File: src/rtl/roach_clk_supervisor.sv
// roach_clk_supervisor: clock lock supervision, per-channel reset
// release, IDELAYCTRL reset sequencing and lock-loss counters.
module roach_clk_supervisor #(
    parameter int N_CLK              = 4,
    parameter int SYNC_STAGES        = 2,
    parameter int LOCK_STABLE_CYCLES = 1024,
    parameter int RST_HOLD_CYCLES    = 64,
    parameter int IDELAY_RST_CYCLES  = 32,
    parameter int CNT_W              = 8,
    localparam int SEL_W = (N_CLK > 1) ? $clog2(N_CLK) : 1
) (
    input  logic             sys_clk,
    input  logic             sys_rst,
    input  logic [N_CLK-1:0] lock_in,
    input  logic [N_CLK-1:0] chan_en,
    input  logic             idelay_rdy_in,
    input  logic [SEL_W-1:0] cnt_sel,
    input  logic             cnt_clr,
    output logic [N_CLK-1:0] chan_rst,
    output logic [N_CLK-1:0] chan_good,
    output logic             idelay_rst,
    output logic             idelay_rdy,
    output logic             all_good,
    output logic [CNT_W-1:0] loss_cnt
);

    localparam int MAX_CYC = (LOCK_STABLE_CYCLES > RST_HOLD_CYCLES) ?
                             LOCK_STABLE_CYCLES : RST_HOLD_CYCLES;
    localparam int CW = $clog2(MAX_CYC + 1);
    localparam int IW = $clog2(IDELAY_RST_CYCLES + 1);

    typedef enum logic [1:0] {
        S_WAIT_LOCK,
        S_STABLE,
        S_RUN,
        S_HOLD
    } chan_state_t;

    typedef enum logic [1:0] {
        I_RST,
        I_WAIT,
        I_READY
    } idly_state_t;

    logic [N_CLK-1:0]       r_lock_sync [SYNC_STAGES];
    logic [SYNC_STAGES-1:0] r_rdy_sync;
    logic [N_CLK-1:0]       w_lock_s;
    logic                   w_rdy_s;
    logic [N_CLK-1:0]       w_chan_rst;
    logic [N_CLK-1:0]       w_chan_good;
    logic [CNT_W-1:0]       w_loss [N_CLK];
    logic [CNT_W-1:0]       w_sel_cnt;

    // Metastability chains for the asynchronous lock and RDY flags.
    always_ff @(posedge sys_clk) begin
        r_lock_sync[0] <= lock_in;
        for (int s = 1; s < SYNC_STAGES; s++) begin
            r_lock_sync[s] <= r_lock_sync[s-1];
        end
        r_rdy_sync <= {r_rdy_sync[SYNC_STAGES-2:0], idelay_rdy_in};
    end

    assign w_lock_s = r_lock_sync[SYNC_STAGES-1];
    assign w_rdy_s  = r_rdy_sync[SYNC_STAGES-1];

    for (genvar g = 0; g < N_CLK; g++) begin : g_chan
        chan_state_t      r_state;
        chan_state_t      w_state_nxt;
        logic [CW-1:0]    r_cnt;
        logic [CW-1:0]    w_cnt_nxt;
        logic             w_loss_inc;
        logic             r_rst;
        logic             r_good;
        logic [CNT_W-1:0] r_loss;

        // Lock qualification / hold sequencing for one channel.
        always_comb begin
            w_state_nxt = r_state;
            w_cnt_nxt   = r_cnt;
            w_loss_inc  = 1'b0;
            if (!chan_en[g]) begin
                w_state_nxt = S_WAIT_LOCK;
                w_cnt_nxt   = '0;
            end else begin
                unique case (r_state)
                    S_WAIT_LOCK: begin
                        if (w_lock_s[g]) begin
                            w_state_nxt = S_STABLE;
                            w_cnt_nxt   = CW'(1);
                        end
                    end
                    S_STABLE: begin
                        if (!w_lock_s[g]) begin
                            w_state_nxt = S_WAIT_LOCK;
                            w_cnt_nxt   = '0;
                        end else if (r_cnt == CW'(LOCK_STABLE_CYCLES)) begin
                            w_state_nxt = S_RUN;
                            w_cnt_nxt   = '0;
                        end else begin
                            w_cnt_nxt = r_cnt + CW'(1);
                        end
                    end
                    S_RUN: begin
                        if (!w_lock_s[g]) begin
                            w_state_nxt = S_HOLD;
                            w_cnt_nxt   = CW'(1);
                            w_loss_inc  = 1'b1;
                        end
                    end
                    S_HOLD: begin
                        if (r_cnt == CW'(RST_HOLD_CYCLES)) begin
                            w_state_nxt = S_WAIT_LOCK;
                            w_cnt_nxt   = '0;
                        end else begin
                            w_cnt_nxt = r_cnt + CW'(1);
                        end
                    end
                    default: begin
                        w_state_nxt = S_WAIT_LOCK;
                        w_cnt_nxt   = '0;
                    end
                endcase
            end
        end

        // State register; outputs follow the state being entered.
        always_ff @(posedge sys_clk) begin
            if (sys_rst) begin
                r_state <= S_WAIT_LOCK;
                r_cnt   <= '0;
                r_rst   <= 1'b1;
                r_good  <= 1'b0;
            end else begin
                r_state <= w_state_nxt;
                r_cnt   <= w_cnt_nxt;
                r_rst   <= (w_state_nxt != S_RUN);
                r_good  <= (w_state_nxt == S_RUN);
            end
        end

        // Saturating loss counter; clear beats a same-cycle loss.
        always_ff @(posedge sys_clk) begin
            if (sys_rst || cnt_clr) begin
                r_loss <= '0;
            end else if (w_loss_inc && (r_loss != '1)) begin
                r_loss <= r_loss + CNT_W'(1);
            end
        end

        assign w_chan_rst[g]  = r_rst;
        assign w_chan_good[g] = r_good;
        assign w_loss[g]      = r_loss;
    end

    idly_state_t   r_istate;
    idly_state_t   w_istate_nxt;
    logic [IW-1:0] r_icnt;
    logic [IW-1:0] w_icnt_nxt;
    logic          r_idelay_rst;
    logic          r_idelay_rdy;

    // IDELAYCTRL reset pulse and ready handshake.
    always_comb begin
        w_istate_nxt = r_istate;
        w_icnt_nxt   = r_icnt;
        unique case (r_istate)
            I_RST: begin
                if (r_icnt == IW'(IDELAY_RST_CYCLES - 1)) begin
                    w_istate_nxt = I_WAIT;
                    w_icnt_nxt   = '0;
                end else begin
                    w_icnt_nxt = r_icnt + IW'(1);
                end
            end
            I_WAIT: begin
                if (w_rdy_s) begin
                    w_istate_nxt = I_READY;
                end
            end
            I_READY: begin
                if (!w_rdy_s) begin
                    w_istate_nxt = I_RST;
                    w_icnt_nxt   = '0;
                end
            end
            default: begin
                w_istate_nxt = I_RST;
                w_icnt_nxt   = '0;
            end
        endcase
    end

    // Idelay state register with registered outputs.
    always_ff @(posedge sys_clk) begin
        if (sys_rst) begin
            r_istate     <= I_RST;
            r_icnt       <= '0;
            r_idelay_rst <= 1'b1;
            r_idelay_rdy <= 1'b0;
        end else begin
            r_istate     <= w_istate_nxt;
            r_icnt       <= w_icnt_nxt;
            r_idelay_rst <= (w_istate_nxt == I_RST);
            r_idelay_rdy <= (w_istate_nxt == I_READY);
        end
    end

    // Counter readback select; out-of-range selects read zero.
    always_comb begin
        w_sel_cnt = '0;
        for (int i = 0; i < N_CLK; i++) begin
            if (cnt_sel == SEL_W'(i)) begin
                w_sel_cnt = w_loss[i];
            end
        end
    end

    logic             r_all_good;
    logic [CNT_W-1:0] r_loss_cnt;

    // Summary health flag and registered counter readback.
    always_ff @(posedge sys_clk) begin
        if (sys_rst) begin
            r_all_good <= 1'b0;
            r_loss_cnt <= '0;
        end else begin
            r_all_good <= (&(w_chan_good | ~chan_en)) & r_idelay_rdy;
            r_loss_cnt <= w_sel_cnt;
        end
    end

    assign chan_rst   = w_chan_rst;
    assign chan_good  = w_chan_good;
    assign idelay_rst = r_idelay_rst;
    assign idelay_rdy = r_idelay_rdy;
    assign all_good   = r_all_good;
    assign loss_cnt   = r_loss_cnt;

endmodule
File: config.mk
export PLATFORM = sky130hd
export DESIGN_NAME = roach_clk_supervisor
export DESIGN_NICKNAME = d
export VERILOG_FILES = /design/src/rtl/roach_clk_supervisor.sv
export SDC_FILE = /design/constraint.sdc
export NUM_CORES = 1
export LEC_CHECK = 0
export CAP_MARGIN = 40
export CORE_ASPECT_RATIO = 1.2
export CORE_MARGIN = 2
export CORE_UTILIZATION = 45
export DETAILED_ROUTE_END_ITERATION = 8
export PLACE_DENSITY = 0.6
export SYNTH_ARGS = -nofsm -noshare
export SYNTH_HDL_FRONTEND = slang
export SYNTH_SLANG_ARGS = --single-unit
File: constraint.sdc
create_clock -name sys_clk -period 5.31 [get_ports sys_clk]
set_input_delay 1.062 -clock sys_clk [delete_from_list [all_inputs] [get_ports sys_clk]]
set_output_delay 1.062 -clock sys_clk [all_outputs]
set_load 0.01 [all_outputs]
==> flow_summary.ini <==
[synth]
ys_warn_count = 0
synth-xor-area-share_pct = 4.06
synthAdderAreaFrac_pct = 2.69
synthTopCellsByArea = dfxtp_1, a31oi_1, nand2_1
synthFlopType = dfxtp_1
synth-simple-area-share_pct = 26.3
yosysTopAreaCell = dfxtp_1
syn_nets = 718
synth_cell_types = 62
synth_compound_area_share_pct = 17.8
synthMuxAreaShare_pct = 3.98
synth_edf_count = 0
ys_ff_latch = 121
synth_top_area_share_pct = 40.1
async_flop_share_pct = 0
ys_seq_area_share_pct = 40.1
synthCells = 691
synth_area_sq_mm = 0.00604
synth_top_family_by_area = simple AND/OR/NAND/NOR gates
avgSynthCellArea_sq_um = 8.74

[global_route]
grt_util_met1_pct = 24.6
antenna_found_initial = 0
first_global_vias = 4822
grt_usage_pct = 20.2
grt_busiest_layer = met2
grt_max_degree = 32
overflow = 0
use_met3_pct = 4.51
use_met2_pct = 34.0
grt_pass1_wl_microns = 23000

[critical_path]
rrSetupSlack_ps = 3050
arrival_ps = 3080
slowest_delay_ps = 640
crit_buf_inv = 2
setup.worst_path.start = sys_rst
r2r-end = g_chan[3].r_good$_SDFF_PP0_
required_ps = 5650
crit_family = buffers and inverters
reg2reg_depth = 6
cp_slowest_cell = clkdlybuf4s50_1
crit_path_end_kind = flip-flop
crit_type = in -> reg
crit_chain = clkdlybuf4s50_1, buf_4, nor2b_1, and2_1, nand2_1, o221ai_1
startpoint_type = input pin
worstReg2RegStart = g_chan[3].r_cnt[0]$_SDFFE_PP0P_
cp_max_fo = 18

[flow_run]
cap_violations = 0

[sta]
fmax_mhz = 366
finalSetupTns_ps = 0
slew_headroom_pct = 54.4
finalSetupViolCount = 0
finalCritPeriodShare_pct = 51.5
slew_viol_final = 0
max_slew.worst_pin.slew_ps = 682
period_minus_slack_ps = 2730
worst_slack_ps = 2580
hold_viol = 0
rsz0062_at_grt = false
skew_ps = 7.67

[pwr]
switchingPower_w = 0.000448
irDropWorstVdd_uv = 162
pwr-share-clk_pct = 51.8
power.leakage_nw = 2.28
internal_power_w = 0.00163
p_sw_share_pct = 21.6
combinationalPowerShare_pct = 3.4
powerDensity_mw_per_mm2 = 298
seq_power_share_pct = 44.8

[drt]
routedWlPerCell_microns = 15.5
routed_wirelength_microns = 13800
drt_iter0_drc = 321
antenna_left = 0
drc = 0
vias_per_cell = 5.92
dr_total_vias = 5261
drtPass1Iterations = 7

[layout]
drive_gt1_share_pct = 6.80
final_common_cell = dfxtp_1
nNetsFinal = 735
seqCellArea_sq_mm = 0.00242
layout_common_cells = dfxtp_1, nand2_1, nor2_1, nand3_1, a31oi_1
area_growth_pct = 15.1
n_fill_cell = 1232
antenna_cells = 0
finalNonFillerCells = 889
multiInputGateArea_sq_mm = 0.00331

[hold_path]
min_delay_worst_endpoint = r_lock_sync[0][6]$_DFF_P_
min_path_type = reg -> reg
hold_depth = 0
worst_hold_startpoint = r_lock_sync[0][2]$_DFF_P_

[floorplan]
num_rows = 46
die_h_microns = 131
ios = 33
initial_core_util_pct = 45.8
dieWidth_microns = 110
core_area_sq_mm = 0.0132
dieArea_sq_mm = 0.0144

[cts]
h-tree-depth = 4
cts.sinks = 121
cts_buffers = 17
cts_repair_resize_count = 0
cts_tree = yes
ctsHoldBuffers = 0
insertion_delay_ps = 420
clk_pin_slew_worst_paths_ps = 50
cts_root_buf = clkbuf_16
cts_setup_buffers = 0
cts.path.max_buffers = 2

[place]
dpl.hpwl_microns = 9720
pre_cts_ws_ps = 2200
place_inst = 857
gp_congestion = 0.861
port_buffers = 32

[outcome]
outcome = completed
worst max path at each step:
stage | endpoint | slack, ps | cells past startpoint
after floorplan | g_chan[3].r_cnt[10]$_SDFFE_PP0P_ | 3140 | 6
after global placement | g_chan[3].r_cnt[4]$_SDFFE_PP0P_ | 2270 | 6
after detailed placement | g_chan[3].r_cnt[4]$_SDFFE_PP0P_ | 2200 | 6
after CTS | g_chan[3].r_cnt[4]$_SDFFE_PP0P_ | 2610 | 6
after global routing | g_chan[3].r_cnt[4]$_SDFFE_PP0P_ | 2360 | 6
final | g_chan[3].r_cnt[4]$_SDFFE_PP0P_ | 2580 | 6
cell usage after synthesis (all sizes together) (15+ instances only):
library cell / number
o211ai: 19
inv: 32
clkbuf: 23
buf: 15
nand2: 56
a31oi: 38
o21ai: 20
nor2b: 16
dfxtp: 121
xor2: 19
nor3: 19
nand4: 17
nand3: 38
nor2: 52
a21oi: 20
power by group through the flow:
| stage | logic [W] | clock network, W | registers [W] |
|---|---|---|---|
| finish | 0.0000699 | 0.00108 | 0.000929 |
| global placement | 0.0000670 | 0 | 0.000947 |
| floorplan | 0.0000485 | 0 | 0.000943 |
| CTS | 0.0000703 | 0.00109 | 0.000929 |
| detailed placement | 0.0000702 | 0 | 0.000948 |
| global route | 0.0000777 | 0.00114 | 0.000930 |
layout make-up:
type	count	share of cell area, %
multi-input cells	500	47.6
inverters	32	1.73
clock inverters	2	0.504
well taps	168	3.02
clock buffers	30	7.25
repair buffers	36	5.04
flip-flops and latches	121	34.9
stage by stage:
stage / util (%) / total power, W / area, sq um / hold WS (ps)
6_report: 52.7 / 0.00207 / 6950 / 324
3_3_place_gp: 48.5 / 0.00101 / 6390 / 311
4_1_cts: 52.7 / 0.00209 / 6950 / 325
5_1_grt: 52.7 / 0.00215 / 6950 / 338
2_1_floorplan: - / 0.000991 / 6040 / 310
3_5_place_dp: 48.6 / 0.00102 / 6410 / 312
worst reg2reg max path, delay by kind of cell (launching register included):
family	cells	cell delay, ps
compound gates	2	900
simple gates	2	700
flops	1	340
fa+ha+maj	1	150
buf+inv	1	110
layer usage:
metal / part of all wire (%) / wire (microns) / vias to the layer above
met2: 49 / 6780 / 100
met1: 46 / 6330 / 2531
li1: - / - / 2607
met5: 0 / 0 / -
met4: 2.0 / 277 / 0
met3: 3.0 / 408 / 23
registers in the layout (all words and copies together), names as in the netlist:
name            count
g_chan.r_cnt       44
g_chan.r_loss      32
g_chan.r_state      8
loss_cnt            8
r_lock_sync         8
r_icnt              6
g_chan.r_good       4
g_chan.r_rst        4
r_istate            2
r_rdy_sync          2
all_good            1
idelay_rdy          1
idelay_rst          1
cell families (layout without fill, tap and decap cells):
family	count (synthesis)	after routing
compound gates	154	154
mux	14	14
flops	121	121
buf+inv	70	100
fa+ha+maj	13	13
xor+xnor	28	28
simple gates	291	291
(Power assumes the default switching activity.)
